## src/rtl/mem_port_arbiter_pkg.sv

```systemverilog
// mem_arb_pkg: shared types for mem_port_arbiter.
//   arb_state_t    - arbiter FSM states
//   grant_idx_t    - index of the upstream port that owns the downstream port
//   LAST_GRANT_RST - lastGrant value out of reset, so port 0 wins the first tie
package mem_arb_pkg;

    typedef enum logic [1:0] {
        IDLE    = 2'd0,
        BUSY    = 2'd1,
        DONE    = 2'd2,
        RELEASE = 2'd3
    } arb_state_t;

    typedef logic grant_idx_t;

    localparam grant_idx_t LAST_GRANT_RST = 1'b1;

endpackage

```

## src/rtl/mem_port_arbiter_rr_grant2.sv

```systemverilog
// rr_grant2: combinational 2-way round-robin picker.
//   req[1:0]   - pending requests
//   lastGrant  - port granted most recently
//   grantIdx   - selected port (only meaningful when grantValid)
//   grantValid - at least one request pending
import mem_arb_pkg::*;

module rr_grant2 (
    input  logic [1:0] req,
    input  grant_idx_t lastGrant,
    output grant_idx_t grantIdx,
    output logic       grantValid
);

    always_comb begin
        grantValid = |req;
        // On a tie the port that did not go last wins; otherwise the sole requester.
        if (&req) grantIdx = ~lastGrant;
        else      grantIdx = req[1];
    end

endmodule

```

## src/rtl/mem_port_arbiter.sv

```systemverilog
// mem_port_arbiter: shares one lower-level memory port between two upstream
// clients using the level-held enable / complete handshake on both sides.
// Round-robin grant, one transaction in flight. Downstream enable is dropped
// for at least one cycle between transactions so the lower level resets.
//
// Ports:
//   clock, reset                 - single clock, synchronous active-high reset
//   addrIn0/1, dataUpIn0/1,
//   writeIn0/1, enableIn0/1      - upstream requests
//   dataUpOut0/1, complete0/1    - upstream responses
//   addrOut, dataDownOut,
//   writeOut, enableOut          - downstream request
//   dataDownIn, fetchReceive,
//   writeCompleteIn              - downstream response
//   timeoutErr                   - one-cycle pulse on watchdog expiry
//
// Optional: define ARB_TIMEOUT_EN to add a BUSY watchdog of TIMEOUT_CYCLES
// cycles and the timeoutErr port. Without it BUSY waits indefinitely.
import mem_arb_pkg::*;

module mem_port_arbiter #(
    parameter int ADDR_LENGTH    = 10,
    parameter int DATA_WIDTH     = 64,
    parameter int TIMEOUT_CYCLES = 255
) (
    input  logic                   clock,
    input  logic                   reset,
    input  logic [ADDR_LENGTH-1:0] addrIn0,
    input  logic [ADDR_LENGTH-1:0] addrIn1,
    input  logic [DATA_WIDTH-1:0]  dataUpIn0,
    input  logic [DATA_WIDTH-1:0]  dataUpIn1,
    input  logic                   writeIn0,
    input  logic                   writeIn1,
    input  logic                   enableIn0,
    input  logic                   enableIn1,
    output logic [DATA_WIDTH-1:0]  dataUpOut0,
    output logic [DATA_WIDTH-1:0]  dataUpOut1,
    output logic                   complete0,
    output logic                   complete1,
    output logic [ADDR_LENGTH-1:0] addrOut,
    output logic [DATA_WIDTH-1:0]  dataDownOut,
    output logic                   writeOut,
    output logic                   enableOut,
    input  logic [DATA_WIDTH-1:0]  dataDownIn,
    input  logic                   fetchReceive,
    input  logic                   writeCompleteIn
`ifdef ARB_TIMEOUT_EN
    ,
    output logic                   timeoutErr
`endif
);

    if (TIMEOUT_CYCLES < 1) begin : gBadTimeout
        $error("TIMEOUT_CYCLES must be at least 1");
    end

    // Upstream ports gathered into indexable arrays so the owner can select.
    logic [1:0][ADDR_LENGTH-1:0] addrIn;
    logic [1:0][DATA_WIDTH-1:0]  dataUpIn;
    logic [1:0]                  writeIn;
    logic [1:0]                  enableIn;

    assign addrIn   = {addrIn1, addrIn0};
    assign dataUpIn = {dataUpIn1, dataUpIn0};
    assign writeIn  = {writeIn1, writeIn0};
    assign enableIn = {enableIn1, enableIn0};

    arb_state_t state, stateNext;
    grant_idx_t lastGrant, lastGrantNext;
    grant_idx_t pickIdx;
    logic       pickValid;

    logic [1:0][DATA_WIDTH-1:0] dataUpReg, dataUpNext;
    logic [1:0]                 completeReg, completeNext;
    logic [ADDR_LENGTH-1:0]     addrNext;
    logic [DATA_WIDTH-1:0]      dataDownNext;
    logic                       writeNext;
    logic                       enableNext;

    // lastGrant doubles as the current owner while a transaction is live.
    logic respDone;
    logic abortReq;
    logic timeoutHit;

    assign respDone = writeOut ? writeCompleteIn : fetchReceive;
    assign abortReq = ~enableIn[lastGrant];

    rr_grant2 uPick (
        .req        (enableIn),
        .lastGrant  (lastGrant),
        .grantIdx   (pickIdx),
        .grantValid (pickValid)
    );

`ifdef ARB_TIMEOUT_EN
    localparam int CNT_W = $clog2(TIMEOUT_CYCLES + 1);

    logic [CNT_W-1:0] toCnt;
    logic             timeoutErrNext;

    // Counts BUSY cycles starting at 0 in the first one; the hit fires in
    // the TIMEOUT_CYCLES-th BUSY cycle, which always leaves BUSY.
    always_ff @(posedge clock) begin
        if (reset || state != BUSY) toCnt <= '0;
        else                        toCnt <= toCnt + CNT_W'(1);
    end

    assign timeoutHit = (state == BUSY) && (toCnt == CNT_W'(TIMEOUT_CYCLES - 1));
`else
    assign timeoutHit = 1'b0;
`endif

    // State register
    always_ff @(posedge clock) begin
        if (reset) state <= IDLE;
        else       state <= stateNext;
    end

    // Next-state logic
    always_comb begin
        stateNext = state;
        case (state)
            IDLE:    if (pickValid) stateNext = BUSY;
            BUSY: begin
                // A requester that walks away wins over a same-cycle response.
                if (abortReq)                    stateNext = RELEASE;
                else if (respDone || timeoutHit) stateNext = DONE;
            end
            DONE:    if (abortReq) stateNext = RELEASE;
            RELEASE: stateNext = IDLE;
            default: stateNext = IDLE;
        endcase
    end

    // Output logic: next values for all registered outputs
    always_comb begin
        lastGrantNext = lastGrant;
        addrNext      = addrOut;
        dataDownNext  = dataDownOut;
        writeNext     = writeOut;
        enableNext    = enableOut;
        dataUpNext    = dataUpReg;
        completeNext  = completeReg;
`ifdef ARB_TIMEOUT_EN
        timeoutErrNext = 1'b0;
`endif
        case (state)
            IDLE: begin
                if (pickValid) begin
                    lastGrantNext = pickIdx;
                    addrNext      = addrIn[pickIdx];
                    dataDownNext  = dataUpIn[pickIdx];
                    writeNext     = writeIn[pickIdx];
                    enableNext    = 1'b1;
                end
            end
            BUSY: begin
                if (abortReq) begin
                    enableNext = 1'b0;
                end else if (respDone) begin
                    enableNext              = 1'b0;
                    completeNext[lastGrant] = 1'b1;
                    if (!writeOut) dataUpNext[lastGrant] = dataDownIn;
                end else if (timeoutHit) begin
                    enableNext              = 1'b0;
                    completeNext[lastGrant] = 1'b1;
                    dataUpNext[lastGrant]   = '0;
`ifdef ARB_TIMEOUT_EN
                    timeoutErrNext          = 1'b1;
`endif
                end
            end
            DONE: begin
                if (abortReq) completeNext[lastGrant] = 1'b0;
            end
            RELEASE: begin
                enableNext = 1'b0;
            end
            default: begin
                enableNext   = 1'b0;
                completeNext = '0;
            end
        endcase
    end

    always_ff @(posedge clock) begin
        if (reset) begin
            lastGrant   <= LAST_GRANT_RST;
            addrOut     <= '0;
            dataDownOut <= '0;
            writeOut    <= 1'b0;
            enableOut   <= 1'b0;
            dataUpReg   <= '0;
            completeReg <= '0;
        end else begin
            lastGrant   <= lastGrantNext;
            addrOut     <= addrNext;
            dataDownOut <= dataDownNext;
            writeOut    <= writeNext;
            enableOut   <= enableNext;
            dataUpReg   <= dataUpNext;
            completeReg <= completeNext;
        end
    end

`ifdef ARB_TIMEOUT_EN
    always_ff @(posedge clock) begin
        if (reset) timeoutErr <= 1'b0;
        else       timeoutErr <= timeoutErrNext;
    end
`endif

    assign dataUpOut0 = dataUpReg[0];
    assign dataUpOut1 = dataUpReg[1];
    assign complete0  = completeReg[0];
    assign complete1  = completeReg[1];

endmodule

```

## config.mk

```make
export PLATFORM = sky130hd
export DESIGN_NAME = mem_port_arbiter
export DESIGN_NICKNAME = d
export VERILOG_FILES = /design/src/rtl/mem_port_arbiter_pkg.sv /design/src/rtl/mem_port_arbiter_rr_grant2.sv /design/src/rtl/mem_port_arbiter.sv
export SDC_FILE = /design/constraint.sdc
export NUM_CORES = 1
export LEC_CHECK = 0
export ABC_AREA = 1
export CAP_MARGIN = 10
export CORE_AREA = 2 2 167 169
export CTS_BUF_LIST = sky130_fd_sc_hd__clkbuf_4
export DETAILED_ROUTE_END_ITERATION = 8
export DIE_AREA = 0 0 169 171
export HOLD_SLACK_MARGIN = 0.15
export PLACE_DENSITY = 0.67
export REMOVE_ABC_BUFFERS = 1
export SETUP_SLACK_MARGIN = 0.05
export SLEW_MARGIN = 20
export SYNTH_ARGS = -nofsm -noshare
export SYNTH_HDL_FRONTEND = slang
export SYNTH_HIERARCHICAL = 1
export SYNTH_SLANG_ARGS = --single-unit
export TNS_END_PERCENT = 20
```

## constraint.sdc

```tcl
create_clock -name clock -period 1.9 [get_ports clock]
set_input_delay 0.285 -clock clock [delete_from_list [all_inputs] [get_ports clock]]
set_output_delay 0.285 -clock clock [all_outputs]
set_load 0.01 [all_outputs]
```

==> results.md <==
* Std cell rows at 61
* Clock transition time at the flip-flop clock pins of the worst setup and hold paths at ~0.07 ns
* First-pass GRT wire length at about 48000 um
* Required time at the worst-slack endpoint at approximately 1.6 ns
* Later-pin clock latency in the skew report at between 0.6 and 0.7 ns
* Horizontal die dimension at between 150 and 200 um
* Leftover overflow at the end of global routing at 0
* Peak supply drop at approximately 0.62 mV
* Maximum number of pins on one net before global-route repair at 127
* Count of buffers inserted at the top-level ports at between 400 and 500
* Worst max-slew margin expressed relative to the limit at 0.586
* Highest-count cells in the layout ignoring fill and taps: 299 x nand2_1, 219 x clkdlybuf4s50_1, 207 x dfxtp_1
* Slew Limit Fails at 0
* Period utilization at 0.939
* Post-route antenna net violation count at 0
* Leakage power at between 6 and 7 nW
* Crit path max fanout at 2
* Sequential-to-total area share from yosys stat at 0.462
* Total negative setup slack at 0 ns
* Power Dens Cells at about 1100 nW/um2
* Worst-Margin Slew at just over 0.6 ns
* DPL Wire Length at 22400 um
* Routability cong. at 0.869
* Dominant delay contributor by cell family on the critical path: buffers and inverters
* Crit path launch type: flop
* WL/cell at around 16 um
* CP startpoint: dataDownOut[35]
* Overall fraction of global-route tracks in use at 0.207
* Final Critical Period at around 1.8 ns
* Number of buffers on the longest clock path at 3
* Height of the die at 171 um
* RSZ-0062 raised after global routing: yes
* Initial antenna violation count at 3
* Filler instances at between 2000 and 3000
* Max frequency at about 560 MHz
* Skew final at 0.0460 ns
* Endpoint arrival time on the critical path at ~1.5 ns
* First-pass iteration count of the detailed router at 5
* Hold Crit Start: dataDownIn[42]
* Outcome: completed
* R2R Setup Slk at approximately 0.29 ns
* Cell at the slowest stage of the critical path: clkdlybuf4s50_1
* Leading cell type in the layout, fill and taps excluded: nand2_1
* Syn avg cell area at ~7.9 um2
* Vias in the first global route at 9078
* Crit Path Category: reg2out
* Flip-flop and latch count after synthesis at 209
* Number of hold violations in the final report at 0
* Top-level I/O count at ~430
* Core area at 27300 um2
* Total DRC errors in the routed layout at 0
* Vias per cell at slightly below 5
* Max Cap Viol at 0
* CTS H-tree lvls at 2
* Total design power at 0.0152 W
* Effective utilization at floorplan at 0.331
* Synthesized cell area at just over 9000 um2
* Worst r2r src: state[0]
* Detailed Route Iter0 Violations at approximately 500
* Vias post-DR at roughly 9500
* Number of warnings reported in the yosys synthesis log at 6
* Number of distinct library cells after synthesis at 26
* Sequential cell area in the final layout at around 4200 um2
* Area of combinational cells with multiple inputs at 3980 um2
* Fraction of final layout cells sized beyond drive strength 1 at 0.140
* Cell chosen for the clock root: clkbuf_4
* Worst hold path type: in2reg
* Maximum single-stage delay on the critical path at 0.53 ns
* Worst hold margin at around 0.21 ns
* Synthesis-to-layout area growth at 58.8%
* NumNets Final at about 1800
* Die area at 28900 um2
* TritonCTS clock tree: done
* Critical path buffers and inverters at 1
* Endpoint type of the worst setup path: output port
* Total detailed-routing wirelength at about 31000 um
* Number of setup violations in the final report at 0
* Sequence of cells on the critical path: clkdlybuf4s50_1
* Post CTS Setup Buffer Count at 0
* CTS Buf Count at 58
* Synth Instances at 1140
* Clock sink count at about 210
-- timing repair --
item,4_1_cts,5_1_grt
hold buffers,6,0
setup endpoints to repair,204,2
hold endpoints to repair,11,0
resized for setup,205,1
-- where the power goes --
part	switching (W)	internal, W
Combinational	0.00317	0.00243
Clock	0.00190	0.00208
Sequential	0.000455	0.00516
Total	0.00552	0.00967
-- area by class of cell --
cell class                      count  share of cell area
Tap cell                          346              0.0301
Clock inverter                     16             0.00540
Multi-Input combinational cell    741               0.277
Sequential cell                   209               0.292
Timing Repair Buffer              474               0.326
Inverter                           94              0.0247
Antenna cell                        3            0.000522
Clock buffer                       86              0.0449
-- Yosys cell counts, drive strengths merged --
| cell | count | area [um2] |
|---|---|---|
| or2 | 1 | 6.26 |
| nand4 | 3 | 25.0 |
| nand3 | 210 | 1360 |
| clkbuf | 51 | 191 |
| dfxtp | 209 | 4180 |
| clkinv | 1 | 3.75 |
| inv | 93 | 349 |
| nor2 | 10 | 45.0 |
| a21oi | 132 | 732 |
| nand2 | 301 | 1130 |
| o21ai | 2 | 13.8 |
| buf | 45 | 362 |
| o211ai | 76 | 571 |
| ha | 6 | 75.1 |
-- flip-flops by register name, summed over array words and instances (netlist names), named ones only --
register and flops:
dataUpOut1 64, addrOut 10, writeOut 1, dataUpOut0 64, state 2, dataDownOut 64, enableOut 1, lastGrant 1
-- path summary, 6_finish.rpt --
path / end / cells past startpoint
setup reg to reg: dataDownOut[32] / 8
hold reg to reg: dataUpOut1[13] / 2
setup / recovery: dataDownOut[35] / 1
hold / removal: dataUpOut1[42] / 3
-- tightest hold or removal path, cell delays in order --
cell,delay (ns)
clkdlybuf4s50_1,0.44
nand3_2,0.08
a21oi_1,0.05
-- metal layers --
layer,wire (um),vias to the layer above,track usage
met1,12300,4286,0.226
met5,0,-,0
met2,15000,393,0.360
li1,-,4698,-
met3,2640,84,0.0664
met4,1470,0,0.109
-- cells by family (layout without fill, tap and decap cells) --
family,Yosys count,in the layout,share of synthesized area
flip-flops,209,209,0.462
AND/OR/NAND/NOR,525,525,0.284
adder cells (fa/ha/maj),6,6,0.00830
AO/OA/AOI/OAI,210,210,0.145
buffers and inverters,190,670,0.100
other,0,3,0
-- through the flow --
step / instances / worst slack (ns) / utilization / cell area, um2
final: 1969 / 0.116 / 0.526 / 14400
after global routing: 1969 / 0.0346 / 0.526 / 14400
after CTS: 1966 / 0.0519 / 0.526 / 14400
after detailed placement: 1858 / -0.0429 / 0.506 / 13800
after global placement: 1858 / -0.0282 / 0.506 / 13800
after floorplan: 1044 / -5.28 / - / 8500
(Power assumes the default switching activity.)
